File: src/rtl/spi_master.sv
// SPI master, mode 0 (CPOL=0/CPHA=0), one WIDTH-bit full-duplex frame per start; MSB first unless SPI_MASTER_LSB_FIRST_EN.
// Latency: done pulses CLK_DIV*(2*WIDTH+2) clks after the accepting edge. Backpressure: start ignored while busy, no queueing.
module spi_master #(
   parameter int CLK_DIV = 4,
   parameter int WIDTH   = 8
) (
   input  logic             clk,
   input  logic             rst,
   input  logic             start,
   input  logic [WIDTH-1:0] din,
   output logic             busy,
   output logic             done,
   output logic [WIDTH-1:0] dout,
   output logic             ss,
   output logic             sck,
   output logic             mosi,
   input  logic             miso
);
   localparam int PW = (CLK_DIV > 1) ? $clog2(CLK_DIV) : 1;
   localparam int BW = (WIDTH > 1) ? $clog2(WIDTH) : 1;
   localparam logic [PW-1:0] PH_LAST  = PW'(CLK_DIV - 1);
   localparam logic [BW-1:0] BIT_LAST = BW'(WIDTH - 1);

   typedef enum logic [2:0] {IDLE, SETUP, SHIFT, HOLD, DONE} state_t;

   state_t           state;
   logic [PW-1:0]    phase;
   logic [BW-1:0]    bit_cnt;
   logic [WIDTH-1:0] tx_sr;
   logic [WIDTH-1:0] rx_sr;
   logic [WIDTH-1:0] tx_next;
   logic [WIDTH-1:0] rx_next;
   logic             phase_end;

   assign phase_end = (phase == PH_LAST);

   // mosi is taken straight from the transmit register, so clearing tx_sr idles mosi low
`ifdef SPI_MASTER_LSB_FIRST_EN
   assign mosi    = tx_sr[0];
   assign tx_next = {1'b0, tx_sr[WIDTH-1:1]};
   assign rx_next = {miso, rx_sr[WIDTH-1:1]};
`else
   assign mosi    = tx_sr[WIDTH-1];
   assign tx_next = {tx_sr[WIDTH-2:0], 1'b0};
   assign rx_next = {rx_sr[WIDTH-2:0], miso};
`endif

   always_ff @(posedge clk or negedge rst) begin
      if (!rst) begin
         state   <= IDLE;
         phase   <= '0;
         bit_cnt <= '0;
         tx_sr   <= '0;
         rx_sr   <= '0;
         busy    <= 1'b0;
         done    <= 1'b0;
         dout    <= '0;
         ss      <= 1'b1;
         sck     <= 1'b0;
      end else begin
         done <= 1'b0;
         case (state)
            IDLE: begin
               if (start) begin
                  tx_sr <= din;
                  ss    <= 1'b0;
                  busy  <= 1'b1;
                  phase <= '0;
                  state <= SETUP;
               end
            end
            SETUP: begin
               if (phase_end) begin
                  phase   <= '0;
                  sck     <= 1'b1;
                  rx_sr   <= rx_next;
                  bit_cnt <= '0;
                  state   <= SHIFT;
               end else begin
                  phase <= phase + 1'b1;
               end
            end
            SHIFT: begin
               if (phase_end) begin
                  phase <= '0;
                  if (sck) begin
                     sck <= 1'b0;
                     if (bit_cnt != BIT_LAST) tx_sr <= tx_next;
                  end else if (bit_cnt == BIT_LAST) begin
                     // final low half-period has elapsed
                     state <= HOLD;
                  end else begin
                     sck     <= 1'b1;
                     rx_sr   <= rx_next;
                     bit_cnt <= bit_cnt + 1'b1;
                  end
               end else begin
                  phase <= phase + 1'b1;
               end
            end
            HOLD: begin
               if (phase_end) begin
                  phase <= '0;
                  ss    <= 1'b1;
                  tx_sr <= '0;
                  dout  <= rx_sr;
                  done  <= 1'b1;
                  state <= DONE;
               end else begin
                  phase <= phase + 1'b1;
               end
            end
            DONE: begin
               busy  <= 1'b0;
               state <= IDLE;
            end
            default: state <= IDLE;
         endcase
      end
   end

endmodule

File: config.mk
export PLATFORM = sky130hd
export DESIGN_NAME = spi_master
export DESIGN_NICKNAME = d
export VERILOG_FILES = /design/src/rtl/spi_master.sv
export SDC_FILE = /design/constraint.sdc
export NUM_CORES = 1
export LEC_CHECK = 0
export BUFFER_PORTS_ARGS = -buffer_cell sky130_fd_sc_hd__buf_2
export CORE_UTILIZATION = 60
export DETAILED_ROUTE_END_ITERATION = 16
export GPL_TIMING_DRIVEN = 0
export PLACE_DENSITY = 0.88
export SYNTH_ARGS = -nofsm -noshare
export SYNTH_HDL_FRONTEND = slang
export SYNTH_SLANG_ARGS = --single-unit
File: constraint.sdc
create_clock -name clk -period 5 [get_ports clk]
set_clock_uncertainty 0.15 [all_clocks]
set_input_delay 1.25 -clock clk [delete_from_list [all_inputs] [get_ports clk]]
set_output_delay 1.25 -clock clk [all_outputs]
set_load 0.1 [all_outputs]
# Yosys cells after proc, flatten, opt, wreduce, memory -nomap -nowiden
# Cells that the tools add are included.
[totals]
n_memories = 0
ramBits = 0
mem_bits_ro = 0
wordCells = 80
output_inout_bits = 13
regBits = 36
latch_bits = 0
[classes]
muxes = 37
mul = 0
reduce_logical = 15
shifts = 0
eq_ne = 16
bitwise_logic = 0
addsub = 2
n_div = 0
order_cmp = 0
[ops]
columns = ["operator", "n"]
rows = [
  ["$mux 8", 9],
  ["$mux 3", 10],
  ["$pmux 8 s3", 1],
  ["$ne 2x2->1 const B", 9],
  ["$pmux 8 s2", 1],
  ["$pmux 3 s4", 1],
  ["$reduce_and 6->1", 2],
  ["$mux 1", 8],
  ["$reduce_bool 2->1", 4],
  ["$eq 3x2->1 const B", 2],
  ["$eq 3x3->1 const B", 2],
  ["$pmux 1 s2", 3],
  ["$pmux 3 s2", 1],
  ["$reduce_and 2->1", 3],
  ["$reduce_and 3->1", 2],
  ["$reduce_and 5->1", 1],
  ["$mux 2", 2],
  ["$pmux 2 s2", 1],
  ["$add 3x1->3 const B", 1],
  ["$eq 3x1->1 const B", 1],
  ["$logic_not 3->1", 1],
  ["$ne 3x3->1 const B", 1],
  ["$reduce_bool 3->1", 1],
  ["$reduce_or 3->1", 1],
  ["2 further kinds", 2],
]

# Logic depth before layout (Yosys ltp)
[depth]
word_depth = 5
ltp_mapped = 6

# Worst setup path after synthesis
# Ideal clock, no wire load.
[synth_timing]
path_type = "register to output"
startpoint = "reg sck"
endpoint = "out sck"
slack_ns = 2.639
required_ns = 3.600
stages_incl_launch_ff = 1
arrival_time_ns = 0.961
cell_sequence = "dfrtp_1"
[synth_rtl]
columns = ["item", "line", "text"]
rows = [
  ["start: declaration", "15", "output logic sck,"],
  ["start signal: assignment", "59", "sck <= 1'b0;"],
  ["start signal: assignment", "75", "sck <= 1'b1;"],
  ["start signal: assignment", "87", "sck <= 1'b0;"],
]
# No word-level cell between the ends.

# Final worst setup path
[layout_timing]
startpoint = "reg ss"
endpoint = "out ss"
[layout_rtl]
columns = ["item", "line", "text"]
rows = [
  ["start: declaration", "14", "output logic ss,"],
  ["start signal: assignment", "58", "ss <= 1'b1;"],
  ["start signal: assignment", "66", "ss <= 1'b0;"],
  ["start signal: assignment", "104", "ss <= 1'b1;"],
]
# No word-level cell between the ends.

==> summary.md <==
| Metric | Value |
|---|---|
| Synthesized flop and latch total | 36 |
| First-pass GRT wire length | 4770 µm |
| CTS tree | done |
| RSZ-0062 raised after global routing | no |
| Bufs and invs on worst path | 1 |
| Initial Util | 65.4% |
| Critical Path End Type | output pin |
| FMAX | 369 MHz |
| # rows | 18 |
| DRT antenna net count | 0 |
| Residual DRC | 0 |
| Initial antenna violation count | 0 |
| Dpl cells | 188 |
| Slew Viols, Final | 0 |
| Reg-to-reg critical path startpoint | bit_cnt[0] |
| Post-CTS Resized | 0 |
| Arr. time, crit path | 1.31 ns |
| Period Utilization, post-route | 54.2% |
| Crit path largest cell delay | 0.55 ns |
| Most common cell after layout, fill and taps aside | dfrtp_1 |
| Final WS setup | 2.29 ns |
| CP delay by family, top | flip-flops |
| Synth Area in Simple Gates | 12.2% |
| Setup bufs post-CTS | 0 |
| DP HPWL | 2190 µm |
| Req. time, crit path | 3.60 ns |
| Vias in the first global route | 1,062 |
| Synth Warn # | 0 |
| Most frequent cells in the layout | dfrtp_1, buf_2, mux2_2 |
| Mux share of post-synthesis cell area | 16.2% |
| Share of cells above drive strength 1 | 37.3% |
| Gr usage total | 23.8% |
| Vias/cell | 5.83 |
| Grt total ovfl | 0 |
| Netlist cell types | 36 |
| Setup Crit Path Kind | flop to output pin |
| Compound-Gate Fraction of Synth Area | 9.23% |
| First-pass detailed-route iteration total | 4 |
| # hold bufs at CTS | 0 |
| Register area share after synthesis | 53.7% |
| Cell Area, Synth | 0.00168 mm² |
| DR WL/cell | 16.0 µm |
| Htree depth | 2 |
| Clock buffer depth | 2 |
| Fraction of the mapped netlist area in adder cells | 2.23% |
| Post-Route Setup TNS | 0 ns |
| Pin slew with the least headroom to its limit | 0.782 ns |
| Die Area | 0.00302 mm² |
| Status | complete, no violations |
| Total CTS buffers | 5 |
| Total wire length | 3140 µm |
| Layout Nets | 180 |
| Place WS | 2.40 ns |
| Fraction of registers with async set/reset | 100% |
| CTS root buf | clkbuf_4 |
| Pin count of the biggest net entering global routing | 37 |
| Area share of xor/xnor cells in the synthesized design | 0.521% |
| CP startpoint | ss |
| Area grow syn2layout | 13.1% |
| Lkg Pwr | 0.907 nW |
| N_diodes | 0 |
| CP Launch Type | flop |
| IO Pins | 25 |
| Maximum capacitance violations | 0 |
| Critical path, cell by cell | buf_2 |
| Worst-path clk slew | 0.11 ns |
| Min-delay src | ss |
| Core Region | 0.00257 mm² |
| Number of port buffers | 24 |
| Post-Syn Area per Cell | 12.5 µm² |
| Crit-path max FO | 3 |
| Final Critical Period | 2.71 ns |
| Cell count after synthesis | 134 |
| Post-Syn Nets | 149 |
| GP Congestion | 0.800 |
| Vert. Die Dim | 54.9 µm |
| # clock sinks | 36 |
| Die Width | 54.9 µm |
| Final setup viols | 0 |
| Largest family of logic cells by synthesized area | multiplexers |
| EDFF count, synth | 0 |
| Min-Delay Path Class | flop to flop |
| Final cell count without fillers | 196 |
| PD cells | 250 mW/mm² |
| Crit path max-delay cell type | dfstp_2 |
| Max rail drop VDD | 0.250 mV |
| Synth Flop Type | dfrtp_1 |
| Fin. Hold Viols | 0 |
| Relative slew slack | 47.9% |
| Worst-Skew Late Latency | 0.34 ns |
| Number of DRC markers in iteration 0 | 20 |
| Vias | 1,142 |
## registers in the layout, summed over array words and instances (netlist names)
name / count
ss: 1
sck: 1
rx_sr: 8
tx_sr: 8
phase: 2
done: 1
bit_cnt: 3
busy: 1
state: 3
dout: 8
## final cells by class
cell class	count	area [µm²]
inverters	13	48.8
flip-flops and latches	36	902
well taps	30	37.5
plain buffers	9	51.3
repair buffers	24	120
clock inverters	1	7.51
fillers	178	667
clock buffers	7	55.1
multi-input cells	76	678
## final timing paths
check                           cells past startpoint  slack, ns    endpoint
worst min register to register                      2       0.33          ss
worst max register to register                      6       2.88    rx_sr[5]
worst max-delay path                                1       2.29          ss
min in group asynchronous                           1       0.83    tx_sr[3]
max in group asynchronous                           1       3.38  bit_cnt[0]
worst min-delay path                                2       0.33          ss
## cells by family (layout without fill, tap and decap cells)
| group | after synthesis | in the layout |
|---|---|---|
| simple gates | 24 | 24 |
| flops | 36 | 36 |
| mux | 25 | 25 |
| compound gates | 23 | 23 |
| xor+xnor | 1 | 1 |
| buf+inv | 22 | 54 |
| fa+ha+maj | 3 | 3 |
## routing by layer
layer  up-vias  wire length [µm]  global-route usage [%]
met1       564              1360                    26.7
met5         -                 0                       0
li1        547                 -                       -
met4         0                26                    8.75
met3         4               116                    8.20
met2        27              1640                    41.6
## metrics by stage
step	total power (W)	hold slack (ns)	util (%)	area, µm²
2_1_floorplan	0.000305	0.305	-	1680
3_3_place_gp	0.000315	0.307	71.6	1840
3_5_place_dp	0.000316	0.314	71.6	1840
4_1_cts	0.000479	0.329	74.0	1900
5_1_grt	0.000492	0.345	74.0	1900
6_report	0.000476	0.325	74.0	1900
## power by group
| part | internal [W] | leakage (nW) | total, W | switching (W) |
|---|---|---|---|---|
| Sequential | 0.000294 | 0.461 | 0.000297 | 0.00000250 |
| Clock | 0.0000688 | 0.0315 | 0.000165 | 0.0000966 |
| Combinational | 0.00000565 | 0.415 | 0.0000134 | 0.00000773 |
| Total | 0.000369 | 0.907 | 0.000476 | 0.000107 |
## cells in the mapped netlist, types with 3 or more instances
cell type	instances	area share, %
dfrtp_1	35	52
nor4bb_1	6	3.6
inv_1	13	2.9
buf_2	5	1.5
mux2i_1	8	4.8
mux2_2	17	11
ha_1	3	2.2
a21oi_1	12	3.6
Note: power is estimated with default switching activity, not from simulation.
